<file path="src/rtl/lsu_ctrl.sv">
// lsu_ctrl: sequences AGU load/store commands onto a single-outstanding valid/ready bus
module lsu_ctrl #(
  parameter int XLEN        = 32,
  parameter int TIMEOUT_CYC = 255
) (
  input  logic              clk,
  input  logic              rst,
  input  logic              agu_cmd_enable,
  input  logic              agu_cmd_read,
  input  logic              agu_cmd_write,
  input  logic              agu_cmd_usign,
  input  logic [1:0]        agu_cmd_size,
  input  logic [XLEN-1:0]   agu_cmd_addr,
  input  logic [XLEN-1:0]   agu_cmd_wdata,
  input  logic [XLEN/8-1:0] agu_cmd_wmask,
  input  logic              agu_cmd_misalgn,
  output logic              lsu_o_busy,
  output logic              bus_cmd_valid,
  input  logic              bus_cmd_ready,
  output logic              bus_cmd_read,
  output logic [XLEN-1:0]   bus_cmd_addr,
  output logic [XLEN-1:0]   bus_cmd_wdata,
  output logic [XLEN/8-1:0] bus_cmd_wmask,
  input  logic              bus_rsp_valid,
  input  logic              bus_rsp_err,
  input  logic [XLEN-1:0]   bus_rsp_rdata,
  output logic              memtop_wback_vld,
  output logic              memtop_wback_err,
  output logic [XLEN-1:0]   memtop_wback_data
);
  typedef enum logic [2:0] {IDLE, REQ, RSP, DONE, ERR} state_t;
  state_t state, state_nxt;
  logic accept, bad, tmo, usign_q, read_q, err_q;
  logic [7:0] cnt;
  logic [1:0] size_q;
  logic [XLEN-1:0] addr_q, wdata_q, rdata_q, sh, ext;
  logic [XLEN/8-1:0] wmask_q;
  assign accept = (state == IDLE) && agu_cmd_enable && (agu_cmd_read ^ agu_cmd_write);
  assign bad    = agu_cmd_misalgn || (agu_cmd_size == 2'b11);
  assign tmo    = (int'(cnt) + 1) >= TIMEOUT_CYC;
  always_comb begin
    state_nxt = state;
    case (state)
      IDLE:    state_nxt = accept ? (bad ? ERR : REQ) : IDLE;
      REQ:     state_nxt = tmo ? ERR : (bus_cmd_ready ? RSP : REQ);
      RSP:     state_nxt = bus_rsp_valid ? DONE : (tmo ? ERR : RSP);
      default: state_nxt = IDLE;
    endcase
  end
  always_ff @(posedge clk) begin
    if (rst) begin
      state   <= IDLE;
      cnt     <= '0;
      addr_q  <= '0;
      wdata_q <= '0;
      wmask_q <= '0;
      size_q  <= '0;
      usign_q <= 1'b0;
      read_q  <= 1'b0;
      rdata_q <= '0;
      err_q   <= 1'b0;
    end else begin
      state <= state_nxt;
      if (accept) begin
        cnt     <= '0;
        addr_q  <= agu_cmd_addr;
        wdata_q <= agu_cmd_wdata;
        wmask_q <= agu_cmd_write ? agu_cmd_wmask : '0;
        size_q  <= agu_cmd_size;
        usign_q <= agu_cmd_usign;
        read_q  <= agu_cmd_read;
      end else if ((state == REQ || state == RSP) && cnt != 8'hFF) begin
        cnt <= cnt + 8'd1;
      end
      if (state == RSP && bus_rsp_valid) begin
        rdata_q <= bus_rsp_rdata;
        err_q   <= bus_rsp_err;
      end
    end
  end
  // shift the addressed lane down to bit 0, then extend to the access size
  assign sh  = rdata_q >> {addr_q[1:0], 3'b000};
  assign ext = (size_q == 2'b00) ? {{(XLEN-8){~usign_q & sh[7]}}, sh[7:0]} :
               (size_q == 2'b01) ? {{(XLEN-16){~usign_q & sh[15]}}, sh[15:0]} : sh;
  assign lsu_o_busy        = (agu_cmd_enable && state != IDLE) || accept;
  assign bus_cmd_valid     = state == REQ;
  assign bus_cmd_read      = read_q;
  assign bus_cmd_addr      = {addr_q[XLEN-1:2], 2'b00};
  assign bus_cmd_wdata     = wdata_q;
  assign bus_cmd_wmask     = wmask_q;
  assign memtop_wback_vld  = state == DONE || state == ERR;
  assign memtop_wback_err  = state == ERR || (state == DONE && err_q);
  assign memtop_wback_data = (state == DONE && read_q && !err_q) ? ext : '0;
endmodule

</file>
<file path="config.mk">
export PLATFORM = sky130hd
export DESIGN_NAME = lsu_ctrl
export DESIGN_NICKNAME = d
export VERILOG_FILES = /design/src/rtl/lsu_ctrl.sv
export SDC_FILE = /design/constraint.sdc
export NUM_CORES = 1
export LEC_CHECK = 0
export CAP_MARGIN = 20
export CORE_MARGIN = 2
export CORE_UTILIZATION = 43
export CTS_CLUSTER_SIZE = 30
export DETAILED_ROUTE_END_ITERATION = 10
export HOLD_SLACK_MARGIN = 0.15
export MAX_ROUTING_LAYER = met4
export PLACE_DENSITY_LB_ADDON = 0.15
export RECOVER_POWER = 100
export SYNTH_ARGS = -nofsm -noshare
export SYNTH_HDL_FRONTEND = slang
export SYNTH_SLANG_ARGS = --single-unit
</file>
<file path="constraint.sdc">
create_clock -name clk -period 2.6 [get_ports clk]
set_input_delay 0.26 -clock clk [delete_from_list [all_inputs] [get_ports clk]]
set_output_delay 0.26 -clock clk [all_outputs]
set_load 0.05 [all_outputs]
</file>
==> flow_summary.ini, run 1 <==
[floorplanning]
die_y_um = 114
coreArea_um2 = 12000
io_pins = 217
start_util_pct = 43.8
fp.dieW_um = 114
die_area_um2 = 13100
rows = 40

[pwr]
power_leakage_nw = 2.93
power.total_mw = 5.20
seqPwrFrac_pct = 37.2
p_sw_share_pct = 27.7
irDropWorstVdd_v = 0.000530
switchingPower_mw = 1.44
p_clk_share_pct = 44.7
comb_power_share_pct = 18.1
cellPowerDensity_nw_per_um2 = 649
internal-power_mw = 3.76

[route]
routedWlPerCell_um = 15.7
via_per_inst = 5.19
ant_nets = 0
first_pass_iters = 4
wirelength_um = 15900
drcViolationCount = 0
drt_iter0_drc = 366
vias = 5262

[place]
place_ws_ns = 0.335
gp_congestion = 0.864
portBuffers = 214
dpl.hpwl_um = 11500
dp.cells = 978

[sta]
relSlewSlack_pct = 6.42
slew_violations = 0
hold_viol_final = 0
finalSetupViolations = 0
rsz0062_at_grt = false
fin_crit_sh_pct = 97.2
clock.fmax_mhz = 396
fin_crit_ns = 2.53
setup_ws_ns = 0.0722
worst_slew_pin_slew_ns = 1.40
finalClockSkew_ns = 0.00711

[grt]
grt_antenna_before_repair = 1
grt-ovfl-total = 0
track_usage_pct = 24.8
grt_max_degree = 74
grt_pass1_vias = 5139
grt_pass1_wl_um = 24700

[layout]
area_growth_pct = 52.9
final_cells = 1013
n_fill_cell = 1009
drive_gt1_share_pct = 11.2
layout.nets = 966
fin_util_pct = 67.0

[critical_path]
cpPeakStageDelay_ns = 0.50
path_delay_family = simple AND/OR/NAND/NOR gates
cp.depth = 5
crit_arrival_ns = 2.27
crit_buf_inv = 1
reg2reg_depth = 5
critPathRequiredTime_ns = 2.34
worstSetupStartpointType = flip-flop
worstPathCellList = and2b_2 -> nand4b_1 -> or3b_4 -> o21ai_0 -> buf_12
path_max_fanout = 8
end_kind = output pin
crit_slowest_cell = or3b_4
path_class = flip-flop to output pin

[synth]
synth.distinct_cells = 49
synth.ff_latch_count = 116
ys.flop_type = dfxtp_1
ys_async_sr_fraction_pct = 0
syn-instance-count = 688
synth_edf_count = 0
ys_seq_area_share_pct = 44.3
syn_area_per_cell_um2 = 7.62
syn_area_um2 = 5240
synth-warning-count = 0

[worst_hold_path]
hold_depth = 2
holdCritPathClass = primary input to flip-flop

[clock_tree]
numCtsBuffers = 17
clk_pin_slew_ns = 0.05
clkLatencyLatePin_ns = 0.41
cts.path.max_buffers = 2
cts_tree = done
cts_root_buf = clkbuf_16
cts.htree.levels = 4
cts.sinks = 116

[run]
max_cap_viol_count = 0

[outcome]
outcome = finished, final reports clean
-- through the flow --
| step | hold WS [ns] | instance area [µm²] | TNS (ns) |
|---|---|---|---|
| final | 0.342 | 8020 | 0 |
| after global routing | 0.367 | 8020 | 0 |
| after CTS | 0.329 | 8140 | -0.452 |
| after detailed placement | 0.447 | 7530 | 0 |
| after global placement | 0.439 | 7530 | 0 |
| after floorplan | 0.396 | 5250 | -1.04 |
-- path summary, 6_finish.rpt --
check	start	end	slack, ns
worst max-delay path	state[2]$_SDFF_PP0_	memtop_wback_data[16]	0.07
worst min register to register	bus_cmd_wmask[3]$_SDFFE_PP0P_	bus_cmd_wmask[3]$_SDFFE_PP0P_	0.45
worst max register to register	state[2]$_SDFF_PP0_	rdata_q[5]$_SDFFE_PP0P_	0.34
worst min-delay path	rst	rdata_q[22]$_SDFFE_PP0P_	0.34
-- area by class of cell --
class / instances / area [µm²] / share of cell area [%]
Antenna cell: 1 / 2.50 / 0.0312
Clock buffer: 21 / 480 / 5.99
Clock inverter: 11 / 125 / 1.56
Inverter: 2 / 7.51 / 0.0936
Multi-Input combinational cell: 488 / 2510 / 31.3
Sequential cell: 116 / 2330 / 29.0
Tap cell: 147 / 184 / 2.29
Timing Repair Buffer: 227 / 2380 / 29.7
-- worst reg2reg max path, cell delays in order (launching register included) --
cell and delay, ns:
dfxtp_4 0.39, and2b_2 0.25, nand3b_1 0.14, clkbuf_1 1.05
nand2_1 0.19, a21oi_1 0.19
-- layer usage --
metal  GRT usage [%]  vias up  routed length, µm
li1                -     2589                  -
met1            27.3     2400               6240
met2            40.2      228               7680
met3            7.99       45               1320
met4            12.5        0                628
met5               -        -                  0
-- what timing repair did --
item	4_1_cts	5_1_grt
pin swaps	0	3
hold buffers	0	0
resized for setup	5	10
cloned	0	1
buffers inserted	0	1
endpoints found under the setup margin	16	25
-- sequential cells by signal (all words and copies together) (netlist names) --
signal         flops
addr_q            32
rdata_q           32
usign_q            1
cnt                8
bus_cmd_wmask      4
size_q             2
bus_cmd_wdata     32
err_q              1
state              3
bus_cmd_read       1
-- power groups by stage --
stage / combinational, mW / clock [mW] / sequential [mW]
global route: 1.01 / 2.44 / 1.95
CTS: 0.946 / 2.36 / 1.93
global placement: 0.928 / 0 / 1.97
detailed placement: 0.939 / 0 / 1.97
floorplan: 0.476 / 0 / 2.08
finish: 0.941 / 2.33 / 1.94
-- cells in the final DEF (no fill, tap or decap), types with 3 or more instances in the layout --
| cell | netlist | final |
|---|---|---|
| nand2_1 | 217 | 217 |
| clkdlybuf4s50_1 | 0 | 177 |
| a21oi_1 | 123 | 123 |
| dfxtp_1 | 116 | 113 |
| buf_12 | 0 | 21 |
| nor2_1 | 20 | 20 |
| mux2i_1 | 18 | 18 |
| clkbuf_16 | 0 | 17 |
| a211oi_1 | 15 | 15 |
| buf_4 | 32 | 14 |
| nor2b_1 | 9 | 9 |
| a21o_1 | 9 | 9 |
| clkbuf_2 | 0 | 8 |
| o21ai_0 | 11 | 7 |
| nand3_1 | 8 | 7 |
| xor2_1 | 6 | 6 |
| o21ai_1 | 2 | 5 |
| clkinvlp_4 | 0 | 5 |
| clkbuf_8 | 0 | 4 |
| clkbuf_1 | 40 | 4 |
| nor3_1 | 4 | 3 |
| nand2b_1 | 3 | 3 |
| nand4_1 | 3 | 3 |
| dlygate4sd3_1 | 0 | 3 |
-- Yosys cell counts (all sizes together), types with 5 or more instances --
| library cell | instances | share of area (%) |
|---|---|---|
| a21o | 9 | 1.3 |
| a211oi | 15 | 2.1 |
| dfxtp | 116 | 44 |
| clkbuf | 40 | 2.9 |
| a21oi | 123 | 12 |
| buf | 44 | 5.6 |
| nor2b | 9 | 1.1 |
| mux2i | 18 | 3.4 |
| xor2 | 6 | 1.0 |
| nand2b | 5 | 0.79 |
| nand2 | 217 | 16 |
| nand3 | 8 | 0.76 |
| o21ai | 13 | 1.2 |
| nor2 | 22 | 1.8 |
-- logic make-up after synthesis --
kind of cell	Yosys count	synth area share (%)
xor+xnor	7	1.17
buf+inv	86	8.57
other cells	1	0.0715
mux	19	3.65
simple gates	285	23.2
fa+ha+maj	2	0.477
compound gates	172	18.6
flops	116	44.3
Note: power is estimated with default switching activity, not from simulation.
==> run 2: changes to the inputs <==
--- a/config.mk
+++ b/config.mk
@@ -8,7 +8,7 @@
 export CAP_MARGIN = 20
 export CORE_MARGIN = 2
 export CORE_UTILIZATION = 43
-export CTS_CLUSTER_SIZE = 30
+export CTS_CLUSTER_SIZE = 12
 export DETAILED_ROUTE_END_ITERATION = 10
 export HOLD_SLACK_MARGIN = 0.15
 export MAX_ROUTING_LAYER = met4
==> results of run 2 <==
Final layout, timing and power as in run 1 (identical DEF).
